--- src/rtl/alu_pipe_pkg.sv ---
// rtl/alu_pipe_pkg.sv - shared types for the pipelined VeriRISC ALU
package alu_pipe_pkg;

  // Legacy VeriRISC opcode encoding; all eight codes are defined.
  typedef enum logic [2:0] {
    OP_HLT = 3'd0,
    OP_SKZ = 3'd1,
    OP_ADD = 3'd2,
    OP_AND = 3'd3,
    OP_XOR = 3'd4,
    OP_LDA = 3'd5,
    OP_STO = 3'd6,
    OP_JMP = 3'd7
  } opcode_t;

  // Status flags that travel with each result beat.
  typedef struct packed {
    logic zero;
    logic neg;
    logic carry;
    logic ovf;
  } alu_flags_t;

  localparam alu_flags_t FLAGS_CLEAR = '0;

endpackage

--- src/rtl/alu_pipe_stage.sv ---
// rtl/alu_pipe_stage.sv - one valid/ready register slice holding {result, flags}
module alu_pipe_stage
  import alu_pipe_pkg::*;
#(
  parameter int WIDTH = 8
) (
  input  logic             clk,
  input  logic             rst,
  input  logic             valid_i,
  input  logic             ready_i,
  input  logic [WIDTH-1:0] res_i,
  input  alu_flags_t       flags_i,
  output logic             valid_o,
  output logic [WIDTH-1:0] res_o,
  output alu_flags_t       flags_o
);

  logic             vld_q, vld_d;
  logic [WIDTH-1:0] res_q, res_d;
  alu_flags_t       flags_q, flags_d;
  logic             open;

  // The slice can take a new beat when empty or when its current beat leaves.
  assign open = !vld_q || ready_i;

  // Next state: payload only changes on an actual load, so a stalled beat holds.
  always_comb begin
    vld_d   = vld_q;
    res_d   = res_q;
    flags_d = flags_q;
    if (open) begin
      vld_d = valid_i;
      if (valid_i) begin
        res_d   = res_i;
        flags_d = flags_i;
      end
    end
  end

  // State register; reset clears payload too so nothing is ever X.
  always_ff @(posedge clk) begin
    if (rst) begin
      vld_q   <= 1'b0;
      res_q   <= '0;
      flags_q <= FLAGS_CLEAR;
    end else begin
      vld_q   <= vld_d;
      res_q   <= res_d;
      flags_q <= flags_d;
    end
  end

  assign valid_o = vld_q;
  assign res_o   = res_q;
  assign flags_o = flags_q;

endmodule

--- src/rtl/alu_pipe.sv ---
// rtl/alu_pipe.sv - pipelined VeriRISC ALU with valid/ready handshake
module alu_pipe
  import alu_pipe_pkg::*;
#(
  parameter int WIDTH = 8,  // legal 4..32
  parameter int PIPE  = 2   // legal 1..4, equals latency in cycles
) (
  input  logic             clk,
  input  logic             rst,
  input  logic             in_valid,
  output logic             in_ready,
  input  opcode_t          opcode,
  input  logic [WIDTH-1:0] accum,
  input  logic [WIDTH-1:0] data,
  output logic             out_valid,
  input  logic             out_ready,
  output logic [WIDTH-1:0] out,
  output alu_flags_t       flags
);

  // Index 0 is the combinational compute result; index k is slice k's output.
  logic [PIPE:0]    vld;
  logic [PIPE:0]    rdy;
  logic [WIDTH-1:0] res [PIPE+1];
  alu_flags_t       flg [PIPE+1];

  logic [WIDTH:0]   sum;
  logic [WIDTH-1:0] res_c;
  alu_flags_t       flags_c;

  // Operation and flag compute; zero follows the legacy ALU and looks at accum.
  always_comb begin
    sum     = {1'b0, accum} + {1'b0, data};
    res_c   = accum;
    flags_c = FLAGS_CLEAR;
    case (opcode)
      OP_ADD:                         res_c = sum[WIDTH-1:0];
      OP_AND:                         res_c = accum & data;
      OP_XOR:                         res_c = accum ^ data;
      OP_LDA:                         res_c = data;
      OP_HLT, OP_SKZ, OP_STO, OP_JMP: res_c = accum;
      default:                        res_c = accum;
    endcase
    flags_c.zero = (accum == '0);
    flags_c.neg  = res_c[WIDTH-1];
    if (opcode == OP_ADD) begin
      flags_c.carry = sum[WIDTH];
      flags_c.ovf   = (accum[WIDTH-1] == data[WIDTH-1]) &&
                      (sum[WIDTH-1] != accum[WIDTH-1]);
    end
  end

  // Ready ripples back from the consumer: a slice is open if empty or draining.
  always_comb begin
    rdy       = '0;
    rdy[PIPE] = out_ready;
    for (int k = PIPE - 1; k >= 0; k--) begin
      rdy[k] = !vld[k+1] || rdy[k+1];
    end
  end

  assign vld[0]   = in_valid;
  assign res[0]   = res_c;
  assign flg[0]   = flags_c;
  assign in_ready = rdy[0] && !rst;

  for (genvar g = 0; g < PIPE; g++) begin : g_stage
    alu_pipe_stage #(.WIDTH(WIDTH)) u_stage (
      .clk     (clk),
      .rst     (rst),
      .valid_i (vld[g]),
      .ready_i (rdy[g+1]),
      .res_i   (res[g]),
      .flags_i (flg[g]),
      .valid_o (vld[g+1]),
      .res_o   (res[g+1]),
      .flags_o (flg[g+1])
    );
  end

  assign out_valid = vld[PIPE];
  assign out       = res[PIPE];
  assign flags     = flg[PIPE];

endmodule

--- config.mk ---
export PLATFORM = sky130hd
export DESIGN_NAME = alu_pipe
export DESIGN_NICKNAME = d
export VERILOG_FILES = /design/src/rtl/alu_pipe_pkg.sv /design/src/rtl/alu_pipe_stage.sv /design/src/rtl/alu_pipe.sv
export SDC_FILE = /design/constraint.sdc
export NUM_CORES = 1
export LEC_CHECK = 0
export ABC_AREA = 1
export BUFFER_PORTS_ARGS = -buffer_cell sky130_fd_sc_hd__buf_2
export CORE_AREA = 2 2 76 78
export DETAILED_ROUTE_END_ITERATION = 12
export DIE_AREA = 0 0 78 80
export PLACE_DENSITY = 0.46
export SLEW_MARGIN = 30
export SYNTH_ARGS = -nofsm -noshare
export SYNTH_HDL_FRONTEND = slang
export SYNTH_SLANG_ARGS = --single-unit
--- constraint.sdc ---
create_clock -name clk -period 3.55 [get_ports clk]
set_input_delay 0.71 -clock clk [delete_from_list [all_inputs] [get_ports clk]]
set_output_delay 0.71 -clock clk [all_outputs]
set_load 0.05 [all_outputs]
After elaboration in Yosys (flattened, before gate mapping) --
Index checks and enable logic that the tools add are counted.
Operators by class: $add $sub $neg 1, bitwise gates (word level) 2, reduce and logical (&&, ||, !) cells 12, mux-type cells 2, eq/ne operators 9
Operators with widths (number):
- case mux 8 bit (5 select lines) | 1
- == test 3 bit, second input constant | 4
- adder 8 x 8 -> 9 bit | 1
- AND 8 bit | 1
- zero test 8 bit | 1
- bitwise XOR 8 bit | 1
- == test 3 x 2 -> 1 bit, second input constant | 2
- AND reduction 2 bit | 2
- OR reduction 4 bit | 1
- == test 3 x 1 -> 1 bit, second input constant | 1
- zero test 1 bit | 3
- zero test 3 bit | 1
- logical AND 1 bit | 2
- logical OR 1 bit | 2
- 2-to-1 mux 2 bit | 1
- == test 1 bit | 1
- != test 1 bit | 1
Storage, ports and cells: register bits after elaboration 26, input bits 23, word-level logic and storage cells 38, output and inout port bits 14

Depth between registers and ports, before layout --
Gate-level depths: netlist (run 1).
depth after elaboration 4, depth in mapped cells 11, gate-level depth less buffers 11

By module --
Synthesis (run 1) repeated with hierarchy kept, for this count alone.
Second synthesis, totals: cells, all modules 320, area total of the unflattened synthesis 2135.8 um2
Modules (own cells, without submodules):
- alu_pipe_stage | instances 2, area an instance 663.1 um2, seq. area each 260.2 um2, cells each 84
- alu_pipe | instances 1, area an instance 809.5 um2, seq. area each 0.0 um2, cells each 152

Worst setup path before layout (run 1) --
OpenSTA, ideal clock, no wires.
kind input to output, start point input rst, end point output in_ready, buffers on the path 1, setup slack 1.435 ns, required time 2.840 ns, stages 4, arrival 1.405 ns, path through inv_1 clkbuf_2 nand2_1 inv_1
Between the ends: cells in the longest elaborated chain, start to end 2
Ends and longest elaborated chain:
- from (decl) | line alu_pipe.sv:9 | input logic rst,
- zero test 1 bit | line alu_pipe.sv:65 | assign in_ready = rdy[0] && !rst;
- logical AND 1 bit | line alu_pipe.sv:65
- to (decl) | line alu_pipe.sv:11 | output logic in_ready,
Every way passes these cells.

Worst setup path in the final report (run 1) --
Same ends and word-level chain as after synthesis.

==> results.sh, run 1 <==
export IMPL_outcome="complete, no violations"
export IMPL_holdWs_ns=0.469
export IMPL_cts_tree="built"
export IMPL_cp_data_required_time_ns=2.84
export IMPL_vias=1559
export IMPL_synth_warnings=0
export IMPL_dp_cells=348
export IMPL_ir_drop_v=0.000142
export IMPL_clockBufferDepth=2
export IMPL_arrival_ns=1.60
export IMPL_synth_area_leaders="dfxtp_1 30%, nand2_1 17%, nor2_1 7.6%, o21ai_0 6.9%, ha_1 6.3%"
export IMPL_critical_path_startpoint_type="primary input"
export IMPL_endpoint_kind="primary output"
export IMPL_rsz0062_at_grt="no"
export IMPL_hold_viol_final=0
export IMPL_rows=27
export IMPL_worst_pin_slew_ns=0.444
export IMPL_max_slew_margin_pct=70.3
export IMPL_drive_gt1_share_pct=18.2
export IMPL_setup_violations=0
export IMPL_top_layer="met4"
export IMPL_hpwl_um=3360
export IMPL_grt_max_degree=20
export IMPL_fin_nets=313
export IMPL_wl_met1_um=2010
export IMPL_grt_overflow=0
export IMPL_period_share_pct=65.0
export IMPL_power_frac_comb_pct=29.7
export IMPL_fin_tns_setup_ns=0
export IMPL_grtUsageTotal_pct=14.0
export IMPL_ys_seq_area_share_pct=30.3
export IMPL_synth_top_area_share_pct=30.3
export IMPL_dr_wl_met2_um=1930
export IMPL_synth_cell_type_count=29
export IMPL_drv_slew=0
export IMPL_die_w_um=78
export IMPL_syn_to_final_growth_pct=16.2
export IMPL_setup_ws_ns=1.24
export IMPL_cap_viol_max_count=0
export IMPL_cts_setup_buffers=0
export IMPL_drcViolationCount=0
export IMPL_grt_first_pass_wirelength_um=7020
export IMPL_die_area_mm2=0.00624
export IMPL_power_density_mw_per_mm2=367
export IMPL_die_h_um=80
export IMPL_wl_um=4130
export IMPL_synth_cells=250
export IMPL_io_pins=37
export IMPL_cts_root_buf="clkbuf_8"
export IMPL_antenna_found_initial=0
export IMPL_final_util_pct=34.1
export IMPL_fmax_mhz=433
export IMPL_numCtsBuffers=3
export IMPL_cp_max_fo=19
export IMPL_ctsHoldBuffers=0
export IMPL_drt_iter0_markers=87
export IMPL_wl_met3_um=162
export IMPL_initial_core_util_pct=29.4
export IMPL_num_antenna_cells=0
export IMPL_portBuffers=36
export IMPL_synth_seq_cells=24
export IMPL_preCtsSetupSlack_ns=1.23
export IMPL_p_sw_mw=0.228
export IMPL_fp_coreArea_mm2=0.00541
export IMPL_min_path_type="flip-flop to flip-flop"
export IMPL_final_cells=352
export IMPL_path_clk_slew_ns=0.08
export IMPL_clk_latency_ns=0.26
export IMPL_first_pass_iters=5
export IMPL_cts_resized=0
export IMPL_sw_frac_of_total_pct=33.7
export IMPL_syn_avg_cell_area_um2=6.35
export IMPL_final_antenna_net_count=0
export IMPL_htreeDepth=1
export IMPL_power_mw=0.677
export IMPL_cellLeakagePower_nw=0.940
export IMPL_p_int_mw=0.449
export IMPL_synth_area_mm2=0.00159
export IMPL_final_area_mm2=0.00185
export IMPL_period_needed_ns=2.31
export IMPL_place_area_mm2=0.00179
export IMPL_fin_skew_ns=0.00309
export IMPL_p_seq_share_pct=43.8
export IMPL_pwr_share_clk_pct=26.5
export IMPL_yosysTopAreaCell="dfxtp_1"
export IMPL_synthesis_nets=282
export IMPL_routed_via_density=4.43
export IMPL_wl_per_cell_um=11.7
export IMPL_clkSinkCount=24
export IMPL_first_global_vias=1528
export IMPL_gp_congestion=0.815
export IMPL_critical_path_class="primary input to primary output"
## path summary, 6_finish.rpt
kind                                  from                            end  slack, ns  depth (start not counted)
max reg2reg     g_stage[1].u_stage.valid_o    g_stage[0].u_stage.res_o[6]       1.96                          8
min reg2reg  g_stage[0].u_stage.flags_o[0]  g_stage[0].u_stage.flags_o[0]       0.47                          2
max                                    rst                       in_ready       1.24                          5
min          g_stage[0].u_stage.flags_o[0]  g_stage[0].u_stage.flags_o[0]       0.47                          2
## cell usage after synthesis
| master | count |
|---|---|
| buf_2 | 2 |
| o21ai_1 | 1 |
| dfxtp_1 | 24 |
| o21ai_0 | 22 |
| o211a_1 | 1 |
| clkbuf_1 | 1 |
| nand2_1 | 72 |
| nand3b_1 | 1 |
| inv_2 | 2 |
| nor2_4 | 1 |
| nand4_1 | 3 |
| nor2_1 | 32 |
| a21oi_2 | 1 |
| inv_1 | 25 |
| a21oi_1 | 18 |
| o21a_1 | 1 |
| clkbuf_2 | 1 |
| nor2_2 | 3 |
| a31oi_1 | 1 |
| nand2_2 | 2 |
| nand3_1 | 14 |
| xor2_1 | 2 |
| nor3_1 | 3 |
| buf_4 | 5 |
| fa_1 | 1 |
| ha_1 | 8 |
| o21ai_2 | 1 |
| nand3_2 | 1 |
| buf_6 | 1 |
## sequential cells by signal, indices dropped and copies added (netlist names)
name,count
g_stage.u_stage.flags_o,7
g_stage.u_stage.res_o,15
g_stage.u_stage.valid_o,2
## area by class of cell
| type | count | area [µm²] |
|---|---|---|
| clock buffer | 4 | 55.1 |
| multi-input combinational | 189 | 938 |
| inverter | 27 | 101 |
| sequential | 24 | 480 |
| timing repair buffer | 36 | 180 |
| fill | 618 | 3560 |
| tap | 72 | 90.1 |
## logic make-up after synthesis
| family | after synthesis | share of synthesized area [%] |
|---|---|---|
| and+or+nand+nor | 132 | 34.9 |
| AOI/OAI and AO/OA | 46 | 15.5 |
| buffers and inverters | 37 | 10.6 |
| DFF | 24 | 30.3 |
| adders and majority gates | 9 | 7.57 |
| xor gates and xnor gates | 2 | 1.10 |
## cells in the final DEF, fill, tap and decap left out, types with 4 or more instances in the layout
cell type	instances
a21oi_1	18
buf_2	36
clkbuf_8	4
dfxtp_1	24
ha_1	8
inv_1	25
nand2_1	72
nand3_1	14
nor2_1	32
o21ai_0	22
## routing by layer
| layer | track usage, % | up-vias |
|---|---|---|
| met5 | 0 | - |
| met4 | 3.68 | 0 |
| met3 | 0.905 | 2 |
| met2 | 25.5 | 32 |
| met1 | 17.8 | 662 |
| li1 | - | 863 |
## power by group through the flow
stage                     registers [mW]  logic, mW  clock network [mW]
final                              0.296      0.201               0.180
after global placement             0.303      0.203                   0
after global routing               0.299      0.227               0.197
after CTS                          0.296      0.203               0.188
after detailed placement           0.303      0.202                   0
after floorplan                    0.323      0.131                   0
## critical path, cell delays in order
cell	delay [ns]
buf_2	0.14
inv_1	0.34
nand2_1	0.10
inv_1	0.06
buf_2	0.25
No activity file was read; power rests on OpenSTA's default activity.
==> run 2: changes to the inputs <==
--- a/config.mk
+++ b/config.mk
@@ -5,12 +5,12 @@
 export SDC_FILE = /design/constraint.sdc
 export NUM_CORES = 1
 export LEC_CHECK = 0
-export ABC_AREA = 1
+export ABC_AREA = 0
 export BUFFER_PORTS_ARGS = -buffer_cell sky130_fd_sc_hd__buf_2
-export CORE_AREA = 2 2 76 78
+export CORE_AREA = 2 2 78 80
 export DETAILED_ROUTE_END_ITERATION = 12
-export DIE_AREA = 0 0 78 80
-export PLACE_DENSITY = 0.46
+export DIE_AREA = 0 0 80 82
+export PLACE_DENSITY = 0.47
 export SLEW_MARGIN = 30
 export SYNTH_ARGS = -nofsm -noshare
 export SYNTH_HDL_FRONTEND = slang
==> constraint.sdc (replaced) <==
create_clock -name clk -period 1.87 [get_ports clk]
set_input_delay 0.374 -clock clk [delete_from_list [all_inputs] [get_ports clk]]
set_output_delay 0.374 -clock clk [all_outputs]
set_load 0.05 [all_outputs]
==> results.sh, run 2 <==
export IMPL_drcViolationCount=0
export IMPL_final_area_mm2=0.00223
export IMPL_ys_seq_area_share_pct=28.7
export IMPL_antenna_found_initial=0
export IMPL_synth_area_mm2=0.00168
export IMPL_wl_per_cell_um=12.7
export IMPL_max_stage_delay_ns=0.31
export IMPL_use_met1_pct=18.9
export IMPL_cap_viol_max_count=0
export IMPL_power_frac_comb_pct=30.4
export IMPL_holdWs_ns=0.346
export IMPL_layout_common_cells="36 x buf_2, 34 x nor2_1, 34 x buf_4, 24 x dfxtp_1, 17 x mux2i_1"
export IMPL_synth_cells=214
export IMPL_p_int_mw=1.02
export IMPL_p_sw_mw=0.415
export IMPL_critical_path_class="primary input to flip-flop"
export IMPL_path_clk_slew_ns=0.09
export IMPL_io_pins=37
export IMPL_hpwl_um=3460
export IMPL_cp_slowest_cell="or3_1"
export IMPL_synth_area_leaders="dfxtp_1 29%, mux2i_1 10%, nor2_1 7.6%, ha_1 6.0%, a21oi_1 3.9%"
export IMPL_cellLeakagePower_nw=1.02
export IMPL_multi_input_area_mm2=0.00112
export IMPL_power_mw=1.43
export IMPL_yosysTopAreaCell="dfxtp_1"
export IMPL_portBuffers=36
export IMPL_clockBufferDepth=2
export IMPL_cts_root_buf="clkbuf_8"
export IMPL_power_density_mw_per_mm2=643
export IMPL_place_area_mm2=0.00213
export IMPL_busiest_layer="met2"
export IMPL_period_share_pct=94.5
export IMPL_routed_via_density=4.83
export IMPL_die_w_um=80
export IMPL_setup_violations=0
export IMPL_initial_core_util_pct=29.2
export IMPL_arrival_ns=1.95
export IMPL_grtUsageTotal_pct=14.0
export IMPL_synth_most_common_cell="nor2_1"
export IMPL_drt_iter0_markers=76
export IMPL_synthArstFlopShare_pct=0
export IMPL_clkSinkCount=24
export IMPL_synthTopCellsByCount="34 x nor2_1, 24 x dfxtp_1, 17 x mux2i_1"
export IMPL_synth_edf_count=0
export IMPL_grt_first_pass_wirelength_um=7210
export IMPL_synth_seq_cells=24
export IMPL_fillers=626
export IMPL_final_cells=344
export IMPL_cts_tree="built"
export IMPL_drv_slew=0
export IMPL_largest_reg_flops=15
export IMPL_ir_drop_v=0.000273
export IMPL_wl_um=4360
export IMPL_synth_cell_type_count=44
export IMPL_clk_latency_ns=0.27
export IMPL_fin_skew_ns=0.00513
export IMPL_pwr_share_clk_pct=31.5
export IMPL_grtUsageMet2_pct=23.9
export IMPL_use_met3_pct=0.989
export IMPL_path_cells="buf_2 -> ha_4 -> a211oi_4 -> nor3_2 -> o31a_1 -> or3_1 -> a311oi_1"
export IMPL_numCtsBuffers=3
export IMPL_max_slew_margin_pct=72.3
export IMPL_worst_pin_slew_ns=0.412
export IMPL_drive_gt1_share_pct=32.0
export IMPL_synth_warnings=0
export IMPL_final_antenna_net_count=0
export IMPL_dp_cells=340
export IMPL_startpoint="accum[1]"
export IMPL_final_common_cell="buf_2"
export IMPL_synth_top_area_share_pct=28.7
export IMPL_sw_frac_of_total_pct=29.0
export IMPL_vias=1660
export IMPL_fin_nets=302
export IMPL_htreeDepth=1
export IMPL_rows=28
export IMPL_p_seq_share_pct=38.1
export IMPL_min_path_type="primary input to flip-flop"
export IMPL_first_pass_iters=4
export IMPL_fp_coreArea_mm2=0.00575
export IMPL_cp_data_required_time_ns=2.05
export IMPL_syn_to_final_growth_pct=33.0
export IMPL_cp_num_buf_inv=1
export IMPL_rsz0062_at_grt="no"
export IMPL_die_h_um=82
export IMPL_syn_avg_cell_area_um2=7.83
export IMPL_first_global_vias=1549
export IMPL_min_from="in_valid"
export IMPL_synthesis_nets=246
export IMPL_critical_path_startpoint_type="primary input"
export IMPL_period_needed_ns=1.77
export IMPL_r2r_start="g_stage[1].u_stage.valid_o"
export IMPL_num_antenna_cells=0
export IMPL_die_area_mm2=0.00656
export IMPL_cp_top_family="compound AO/OA/AOI/OAI gates"
export IMPL_fin_tns_setup_ns=0
export IMPL_fmax_mhz=566
export IMPL_ys_flop_type="dfxtp_1"
export IMPL_grt_max_degree=27
export IMPL_cp_max_fo=3
export IMPL_endpoint_kind="flip-flop"
export IMPL_grt_overflow=0
export IMPL_outcome="complete, no violations"
export IMPL_hold_viol_final=0
export IMPL_regArea_um2=480
export IMPL_gp_congestion=0.788
## run 2: changes by cell type after synthesis, moves of 4 or more
| cell | previous run | this run |
|---|---|---|
| a22oi_1 | 0 | 4 |
| clkbuf_1 | 1 | 6 |
| nand2_1 | 72 | 15 |
| a21oi_1 | 18 | 13 |
| mux2i_1 | 0 | 17 |
| nand3_1 | 14 | 5 |
| o21ai_0 | 22 | 13 |
| inv_1 | 25 | 7 |
| a211oi_1 | 0 | 8 |
## run 2: path summary, 6_finish.rpt
kind	depth (start not counted)	endpoint	slack, ns
max reg2reg	5	g_stage[0].u_stage.flags_o[1]	0.52
min reg2reg	2	g_stage[0].u_stage.flags_o[3]	0.46
min	3	g_stage[0].u_stage.valid_o	0.35
max	7	g_stage[0].u_stage.flags_o[2]	0.10
## run 2: final cells by class
type                            count  area share (%)
Clock buffer                        3            1.85
Clock inverter                      1            1.35
Inverter                            7            1.18
Multi-Input combinational cell    164            50.3
Sequential cell                    24            21.5
Tap cell                           75            4.21
Timing Repair Buffer               70            19.5
## run 2: worst min-delay path: stages
cell and delay (ns):
buf_2 0.10, nor2_1 0.04, nor2_1 0.06
## run 2: metrics by stage
stage	utilization, %	setup WS, ns
6_report	38.8	0.103
5_1_grt	38.8	0.00599
4_1_cts	38.3	0.0147
3_5_place_dp	37.1	-0.256
3_3_place_gp	37.1	-0.243
2_1_floorplan	-	0.00409
## run 2: what timing repair did
action,4_1_cts,5_1_grt
setup endpoints to repair,0,1
gates resized for setup,0,6
buffers inserted,0,0
hold buffers,0,0
## run 2: power groups by stage
stage	Sequential [mW]	Clock, mW	Combinational, mW
2_1_floorplan	0.578	0	0.252
3_3_place_gp	0.558	0	0.425
3_5_place_dp	0.559	0	0.426
4_1_cts	0.547	0.461	0.428
5_1_grt	0.551	0.495	0.481
6_report	0.546	0.451	0.436
## run 2: routing by layer
metal	wire length [µm]	vias to the layer above
li1	-	880
met1	2140	746
met2	2040	29
met3	137	5
met4	37	0
met5	0	-
## run 2: cells by family after synthesis
| group | after synthesis | synth area share, % |
|---|---|---|
| mux | 18 | 10.8 |
| fa+ha+maj | 9 | 7.16 |
| xor+xnor | 4 | 2.09 |
| simple gates | 78 | 21.7 |
| flops | 24 | 28.7 |
| compound gates | 55 | 21.6 |
| buf+inv | 26 | 7.91 |
